**src/rtl/percept_pkg.sv**
```systemverilog
// percept_pkg: shared types and width helpers for the perceptron dot-product engine.
// Holds the controller state encoding plus the constant functions used to size
// the accumulator and the pair index from the module parameters.
package percept_pkg;

   // Controller states: waiting for commands, streaming products, publishing the result.
   typedef enum logic [1:0] {
      IDLE = 2'd0,
      RUN  = 2'd1,
      DONE = 2'd2
   } perceptState_e;

   // Ceiling log2; clog2(1) is 0 so a single-pair engine adds no accumulator guard bits.
   function automatic int clog2(input int value);
      int bits;
      int rem;
      bits = 0;
      rem  = value - 1;
      while (rem > 0) begin
         bits = bits + 1;
         rem  = rem >> 1;
      end
      return bits;
   endfunction

   // Accumulator width: a full signed product plus enough headroom for N additions,
   // plus one extra bit so the most negative product sum still fits without overflow.
   function automatic int accWidth(input int width, input int nInputs);
      return 2 * width + clog2(nInputs) + 1;
   endfunction

   // Pair index width: must count 0..N inclusive so the drain cycle is recognisable.
   function automatic int idxWidth(input int nInputs);
      return clog2(nInputs + 1);
   endfunction

endpackage

```
**src/rtl/percept_clamp.sv**
```systemverilog
// percept_clamp: combinational fit of the wide signed accumulator onto the result width.
// Macro PERCEPT_SAT_EN: when defined, out-of-range sums saturate to the signed
// result range; when undefined, the sum wraps (low bits kept). A result width
// at least as wide as the accumulator simply sign-extends in both builds.
module percept_clamp
   import percept_pkg::*;
#(
   parameter int ACC_W = 19,
   parameter int OUT_W = 16
) (
   input  logic [ACC_W-1:0] acc_i,
   output logic [OUT_W-1:0] res_o
);

   generate
      if (OUT_W >= ACC_W) begin : g_extend
         // Every accumulator value is representable, so just sign-extend.
         assign res_o = OUT_W'($signed(acc_i));
      end else begin : g_narrow
`ifdef PERCEPT_SAT_EN
         // The value fits only when all bits from the result sign bit upward agree.
         localparam int HEAD_W = ACC_W - OUT_W + 1;
         logic [HEAD_W-1:0] head;
         logic              fits;

         assign head = acc_i[ACC_W-1:OUT_W-1];
         assign fits = (head == '0) || (head == '1);

         // Pass the value through when it fits, otherwise pin it to the rail on its sign side.
         always_comb begin
            res_o = acc_i[OUT_W-1:0];
            if (!fits) begin
               res_o = acc_i[ACC_W-1] ? {1'b1, {(OUT_W-1){1'b0}}}
                                      : {1'b0, {(OUT_W-1){1'b1}}};
            end
         end
`else
         // Two's-complement wrap discards the upper accumulator bits on purpose.
         logic unusedHead;
         assign unusedHead = ^acc_i[ACC_W-1:OUT_W];
         assign res_o      = acc_i[OUT_W-1:0];
`endif
      end
   endgenerate

endmodule

```
**src/rtl/percept_array.sv**
```systemverilog
// percept_array: serial-load perceptron dot-product engine for the neuron fabric.
// N signed (x, w) pairs arrive MSB-first on a 1-bit load chain, a pipelined
// multiply-accumulate walks the pairs after start, and the fitted result is
// returned MSB-first on a 1-bit output. Output fit is selected by the macro
// PERCEPT_SAT_EN inside percept_clamp, so this file is macro-free.
module percept_array
   import percept_pkg::*;
#(
   parameter int WIDTH    = 8,
   parameter int N_INPUTS = 4,
   parameter int OUT_W    = 2 * WIDTH
) (
   input  logic clk,
   input  logic rst,
   input  logic shift_in,
   input  logic data_in,
   input  logic start,
   input  logic shift_out,
   output logic data_out,
   output logic busy,
   output logic done
);

   localparam int ACC_W  = accWidth(WIDTH, N_INPUTS);
   localparam int IDX_W  = idxWidth(N_INPUTS);
   localparam int CHAIN_W = 2 * N_INPUTS * WIDTH;
   localparam int PROD_W = 2 * WIDTH;

   perceptState_e            state_q;
   logic [CHAIN_W-1:0]       chain_q;
   logic [IDX_W-1:0]         idx_q;
   logic signed [PROD_W-1:0] prod_q;
   logic signed [PROD_W-1:0] prod_d;
   logic signed [ACC_W-1:0]  acc_q;
   logic [OUT_W-1:0]         result_q;
   logic [OUT_W-1:0]         result_d;
   logic                     dataOut_q;
   logic                     busy_q;
   logic                     done_q;
   logic signed [WIDTH-1:0]  xSel;
   logic signed [WIDTH-1:0]  wSel;

   // Pick the pair addressed by idx out of the chain and form its full-width signed product.
   // Pair k sits at the top of the chain in order x_0, w_0, x_1, w_1, ...; an index past
   // the last pair (the drain cycle) selects zeros, and that product is never accumulated.
   always_comb begin
      xSel = '0;
      wSel = '0;
      for (int k = 0; k < N_INPUTS; k++) begin
         if (int'(idx_q) == k) begin
            xSel = chain_q[CHAIN_W-1-(2*k)*WIDTH -: WIDTH];
            wSel = chain_q[CHAIN_W-1-(2*k+1)*WIDTH -: WIDTH];
         end
      end
      prod_d = PROD_W'(xSel) * PROD_W'(wSel);
   end

   percept_clamp #(
      .ACC_W (ACC_W),
      .OUT_W (OUT_W)
   ) u_clamp (
      .acc_i (acc_q),
      .res_o (result_d)
   );

   // Controller and datapath: command decode in IDLE, one product per RUN cycle with
   // accumulation lagging by one cycle, then a single DONE cycle that publishes the result.
   always_ff @(posedge clk) begin
      if (rst) begin
         state_q   <= IDLE;
         chain_q   <= '0;
         idx_q     <= '0;
         prod_q    <= '0;
         acc_q     <= '0;
         result_q  <= '0;
         dataOut_q <= 1'b0;
         busy_q    <= 1'b0;
         done_q    <= 1'b0;
      end else begin
         done_q <= 1'b0;
         case (state_q)
            IDLE: begin
               if (start) begin
                  acc_q   <= '0;
                  idx_q   <= '0;
                  busy_q  <= 1'b1;
                  state_q <= RUN;
               end else if (shift_in) begin
                  chain_q <= {chain_q[CHAIN_W-2:0], data_in};
               end else if (shift_out) begin
                  dataOut_q <= result_q[OUT_W-1];
                  result_q  <= result_q << 1;
               end
            end
            RUN: begin
               prod_q <= prod_d;
               if (idx_q != '0) begin
                  acc_q <= acc_q + ACC_W'(prod_q);
               end
               if (idx_q == IDX_W'(N_INPUTS)) begin
                  state_q <= DONE;
               end else begin
                  idx_q <= idx_q + IDX_W'(1);
               end
            end
            DONE: begin
               result_q <= result_d;
               done_q   <= 1'b1;
               busy_q   <= 1'b0;
               state_q  <= IDLE;
            end
            default: begin
               state_q <= IDLE;
            end
         endcase
      end
   end

   assign data_out = dataOut_q;
   assign busy     = busy_q;
   assign done     = done_q;

endmodule

```
**config.mk**
```make
export PLATFORM = sky130hd
export DESIGN_NAME = percept_array
export DESIGN_NICKNAME = d
export VERILOG_FILES = /design/src/rtl/percept_pkg.sv /design/src/rtl/percept_clamp.sv /design/src/rtl/percept_array.sv
export SDC_FILE = /design/constraint.sdc
export NUM_CORES = 1
export LEC_CHECK = 0
export ABC_AREA = 1
export CORE_MARGIN = 8
export CORE_UTILIZATION = 63
export DETAILED_ROUTE_END_ITERATION = 8
export GPL_TIMING_DRIVEN = 1
export HOLD_SLACK_MARGIN = 0.06
export PLACE_DENSITY_LB_ADDON = 0.25
export SLEW_MARGIN = 25
export SYNTH_ARGS = -nofsm -noshare
export SYNTH_HDL_FRONTEND = slang
export SYNTH_HIERARCHICAL = 1
export SYNTH_SLANG_ARGS = --single-unit
```
**constraint.sdc**
```tcl
create_clock -name clk -period 6.91 [get_ports clk]
set_input_delay 1.382 -clock clk [delete_from_list [all_inputs] [get_ports clk]]
set_output_delay 1.382 -clock clk [all_outputs]
set_load 0.02 [all_outputs]
```
==> Word-level counts from Yosys, hierarchy flattened <==
Cells that the tools add are included.
Widths: inputs -> output; s select.
{ "totals": {"in_bits": 6, "out_inout_bits": 3, "reg_bits": 123, "elab_cells": 63} }
{ "classes": {"n_reduce_logical": 12, "multipliers": 1, "n_addsub": 2, "n_eq_ne": 13, "bitwise_logic": 2, "mux": 24} }
{ "ops": {"columns": ["operator", "count"], "rows": [
  ["$mux 8", 8],
  ["$mux 16", 3],
  ["$mux 19", 2],
  ["$pmux 19 s2", 1],
  ["$pmux 16 s2", 1],
  ["$add 19x16->19", 1],
  ["$mul 8x8->16", 1],
  ["$ne 2x2->1 const B", 7],
  ["$eq 3x3->1 const B", 3],
  ["$reduce_and 3->1", 3],
  ["$reduce_and 4->1", 2],
  ["$mux 3", 2],
  ["$pmux 3 s2", 1],
  ["$mux 2", 2],
  ["$pmux 2 s2", 1],
  ["$reduce_and 2->1", 2],
  ["$reduce_bool 2->1", 2],
  ["$add 3x1->3 const B", 1],
  ["$eq 3x2->1 const B", 1],
  ["$logic_not 3->1", 1],
  ["$reduce_bool 3->1", 1],
  ["$eq 2x1->1 const B", 1],
  ["$eq 2x2->1 const B", 1],
  ["$logic_not 2->1", 1],
  ["3 further kinds", 5]
]} }

==> Logic depth before layout (Yosys ltp) <==
{ "depth": {"ltp_word": 6, "ltp_mapped": 30, "ltp_nobuf": 29} }

==> Cells and area by module <==
The synthesis kept the hierarchy.
{ "by_module_without_submodules": {"columns": ["module", "n_inst", "area_each_um2", "seq_area_each_um2", "cells_per_inst"], "rows": [
  ["percept_array", 1, 8889.8, 2462.4, 1259],
  ["percept_clamp", 1, 120.1, 0.0, 16]
]} }

==> Worst setup path before layout <==
Ideal clock, no wire load.
{ "synth_path": {"path_type": "register to register", "startpoint": "register idx_q[0]", "endpoint": "register prod_q[10]", "slack_ns": 2.031, "t_required_ns": 6.801, "arrival_ns": 4.771, "path_stages_with_launch": 25, "setup_time_ns": 0.109, "path_cell_list": "dfxtp_1 > ha_1 > ha_1 > inv_2 > buf_2 > o21ai_0 > o21ai_2 > nand2_1 > fa_1 > fa_1 > inv_1 > fa_1 > inv_1 > fa_1 > inv_1 > ha_1 > a21oi_1 > nand2_1 > nand2_1 > nand2_1 > nand2_1 > a21oi_1 > nand3b_1 > nand2_1 > inv_1"} }
{ "synth_via": {"elab_chain_cells": 6, "elab_cells_between_ends": 13, "classes_between": "1 x mul; 3 x eq/ne; 8 x mux; 1 x reduce/logical"} }
{ "synth_rtl": {"columns": ["element", "line_no", "rtl"], "rows": [
  ["start: declaration", "percept_array.sv:31", "logic [IDX_W-1:0] idx_q;"],
  ["start signal: assignment", "percept_array.sv:103", "idx_q <= idx_q + IDX_W'(1);"],
  ["$logic_not 3->1", "percept_array.sv:50", "if (int'(idx_q) == k) begin"],
  ["$mux 8 (4 in a row)", "percept_array.sv:50", null],
  ["$mul 8x8->16 *", "percept_array.sv:55", "prod_d = PROD_W'(xSel) * PROD_W'(wSel);"],
  ["end signal: assignment", "percept_array.sv:96", "prod_q <= prod_d;"],
  ["end: declaration", "percept_array.sv:32", "logic signed [PROD_W-1:0] prod_q;"]
]} }
Mark *: on every way between the ends. The rest lies on a longest branch, timed or not.
A chain may end at the register's enable or synchronous reset.

==> Worst setup path in the final report <==
{ "layout_path": {"startpoint": "register idx_q[0]", "endpoint": "register prod_q[14]"} }
Same word-level chain as after synthesis.

==> out/qor.csv <==
metric;value;unit
status;completed;
clk root buf;clkbuf_16;
average wire per standard cell;14.0;um
vias in the first global route;6904;
worst path cell trace;ha_1, ha_1, inv_2, o21ai_0, o21ai_4, nand2_2, fa_1, inv_1, fa_1, fa_1, inv_1, fa_1, inv_1, ha_1, inv_1, nor3_1, o21ai_0, nand4_1, nand3_1, nand2_1, inv_1;
Worst-Skew Late Latency;420;ps
Slew @ Worst Pin;1030;ps
CP Data Required Time;7230;ps
post-DP HPWL;13900;um
part of the power in registers;37.9;%
GRT Util Overall;22.6;%
slowest stage delay, CP;750;ps
MaxCap Viol Count;0;
Area Overhead vs Synth;6.51;%
die area;17700;um^2
Lkg Pwr;4.59;nW
Clock Sinks;120;
post-layout net count;1284;
Comb power frac;19.4;%
fmax;178;MHz
number of DRC markers in iteration 0;620;
DRT Pass-1 Iters;5;
Setup CP Type;reg2reg;
P per Cell Area;220;nW/um^2
Max Fanout on Critical Path;18;
mean area per synthesized cell;7.19;um^2
Sw Share;31.6;%
Detail Route met2 WL;8790;um
Crit. End Element;flip-flop;
relative slew slack;31.2;%
Max Used Layer;met4;
CP Data Arrival Time;5940;ps
Core Rows;42;
Min-Delay Path Class;reg2reg;
RSZ-0062 raised after global routing;no;
GRT overflow;0;
Mapped Nets;1311;
antenna cells;0;
CP most frequent cell;inv_1;
# IOs;9;
period utilization;81.3;%
final core occ;69.1;%
Max Clock Skew;7.41;ps
Final setup violation count;0;
Post CTS Setup Buffer Count;0;
met3 wire length;1100;um
Worst-path clk slew;60;ps
CTS Hold Bufs;0;
startpoint types;flip-flop;
Antenna Violating Nets Remaining;0;
Max Root-Sink Buffers;2;
residual DRC count;0;
via count;7356;
setup TNS;0;ps
Die H;133;um
Net Sw Power;0.000638;W
fin. max-slew vios;0;
Warnings, synthesis;6;
initial core utilization;64.9;%
first-pass GRT wire length;33100;um
pin count of the biggest net entering global routing;68;
WL met1;8840;um
WL final;19000;um
Final min period;5620;ps
mapped cell area;8620;um^2
Hold Violations, Final;0;
TritonCTS clock tree;done;
post-cts sizing count;0;
family with the most delay on the worst path;adder cells;
antenna violations before repair;0;
Pint;0.00138;W
Buf/Inv on CP;6;
Core Box Area;13300;um^2
Clk pwr share;42.8;%
Slowest-stage cell, CP;fa_1;
share of post-route cells with drive strength above 1;7.00;%
cts bufs inserted;17;
placer congestion estimate;0.901;
peak supply drop;0.170;mV
Gate Count Post-Synth;1199;
CTS H-tree depth;4;
die width;133;um
PortBufs;8;
Via density;5.40;
-- flip-flops by register name (all words and copies together) (netlist names) --
signal    flops
result_q     16
acc_q        16
chain_q      64
state_q       2
busy          1
idx_q         3
prod_q       16
data_out      1
done          1
-- cells in the final DEF, fill, tap and decap left out, types with 23 or more instances in the layout --
| cell type | n |
|---|---|
| inv_1 | 183 |
| a31oi_1 | 23 |
| ha_1 | 50 |
| nand3_1 | 37 |
| fa_1 | 56 |
| o21ai_0 | 103 |
| nor2_1 | 180 |
| dfxtp_1 | 120 |
| nand2_1 | 236 |
| a21oi_1 | 52 |
-- worst paths after layout --
check                                               from                       end  slack, ps  cells past startpoint
worst max-delay path               idx_q[0]$_SDFFE_PP0P_   prod_q[14]$_SDFFE_PP0P_       1290                     21
worst min-delay path            result_q[5]$_SDFFE_PP0P_  result_q[5]$_SDFFE_PP0P_        470                      2
worst max register to register     idx_q[0]$_SDFFE_PP0P_   prod_q[14]$_SDFFE_PP0P_       1290                     21
worst min register to register  result_q[5]$_SDFFE_PP0P_  result_q[5]$_SDFFE_PP0P_        470                      2
-- worst register-to-register path, cell delays in order, from the launching register on --
cell and delay [ps]:
dfxtp_1 330, ha_1 200, ha_1 370, inv_2 300, o21ai_0 200, o21ai_4 340, nand2_2 150, fa_1 750
inv_1 130, fa_1 480, fa_1 520, inv_1 60, fa_1 530, inv_1 40, ha_1 330, inv_1 90
nor3_1 230, o21ai_0 180, nand4_1 120, nand3_1 80, nand2_1 60, inv_1 30
-- final cells by class --
class	count	area [um^2]
clock inverters	12	119
well taps	176	220
repair buffers	12	110
fillers	1139	4110
inverters	197	749
multi-input cells	824	5130
flip-flops and latches	120	2400
clock buffers	20	457
-- routing by layer --
layer  GRT usage [%]  vias up
met5               0        -
met4            7.51        0
met3            4.20       24
met2            35.6      200
met1            30.6     3437
li1                -     3695
-- per-stage QoR --
stage	cells	total power, W	cell area (um^2)	setup slack [ps]	hold WS [ps]
2_1_floorplan	1199	0.00108	8620	2030	436
3_5_place_dp	1329	0.00116	8610	1330	463
5_1_grt	1361	0.00212	9190	889	494
3_3_place_gp	1329	0.00115	8610	1400	456
4_1_cts	1361	0.00202	9190	1290	472
6_report	1361	0.00202	9190	1290	470
-- power by group through the flow --
stage / registers (W) / logic (W) / clock network, W
4_1_cts: 0.000763 / 0.000391 / 0.000870
3_3_place_gp: 0.000778 / 0.000377 / 0
5_1_grt: 0.000769 / 0.000451 / 0.000903
6_report: 0.000764 / 0.000391 / 0.000863
3_5_place_dp: 0.000777 / 0.000387 / 0
2_1_floorplan: 0.000766 / 0.000315 / 0
(Power assumes the default switching activity.)
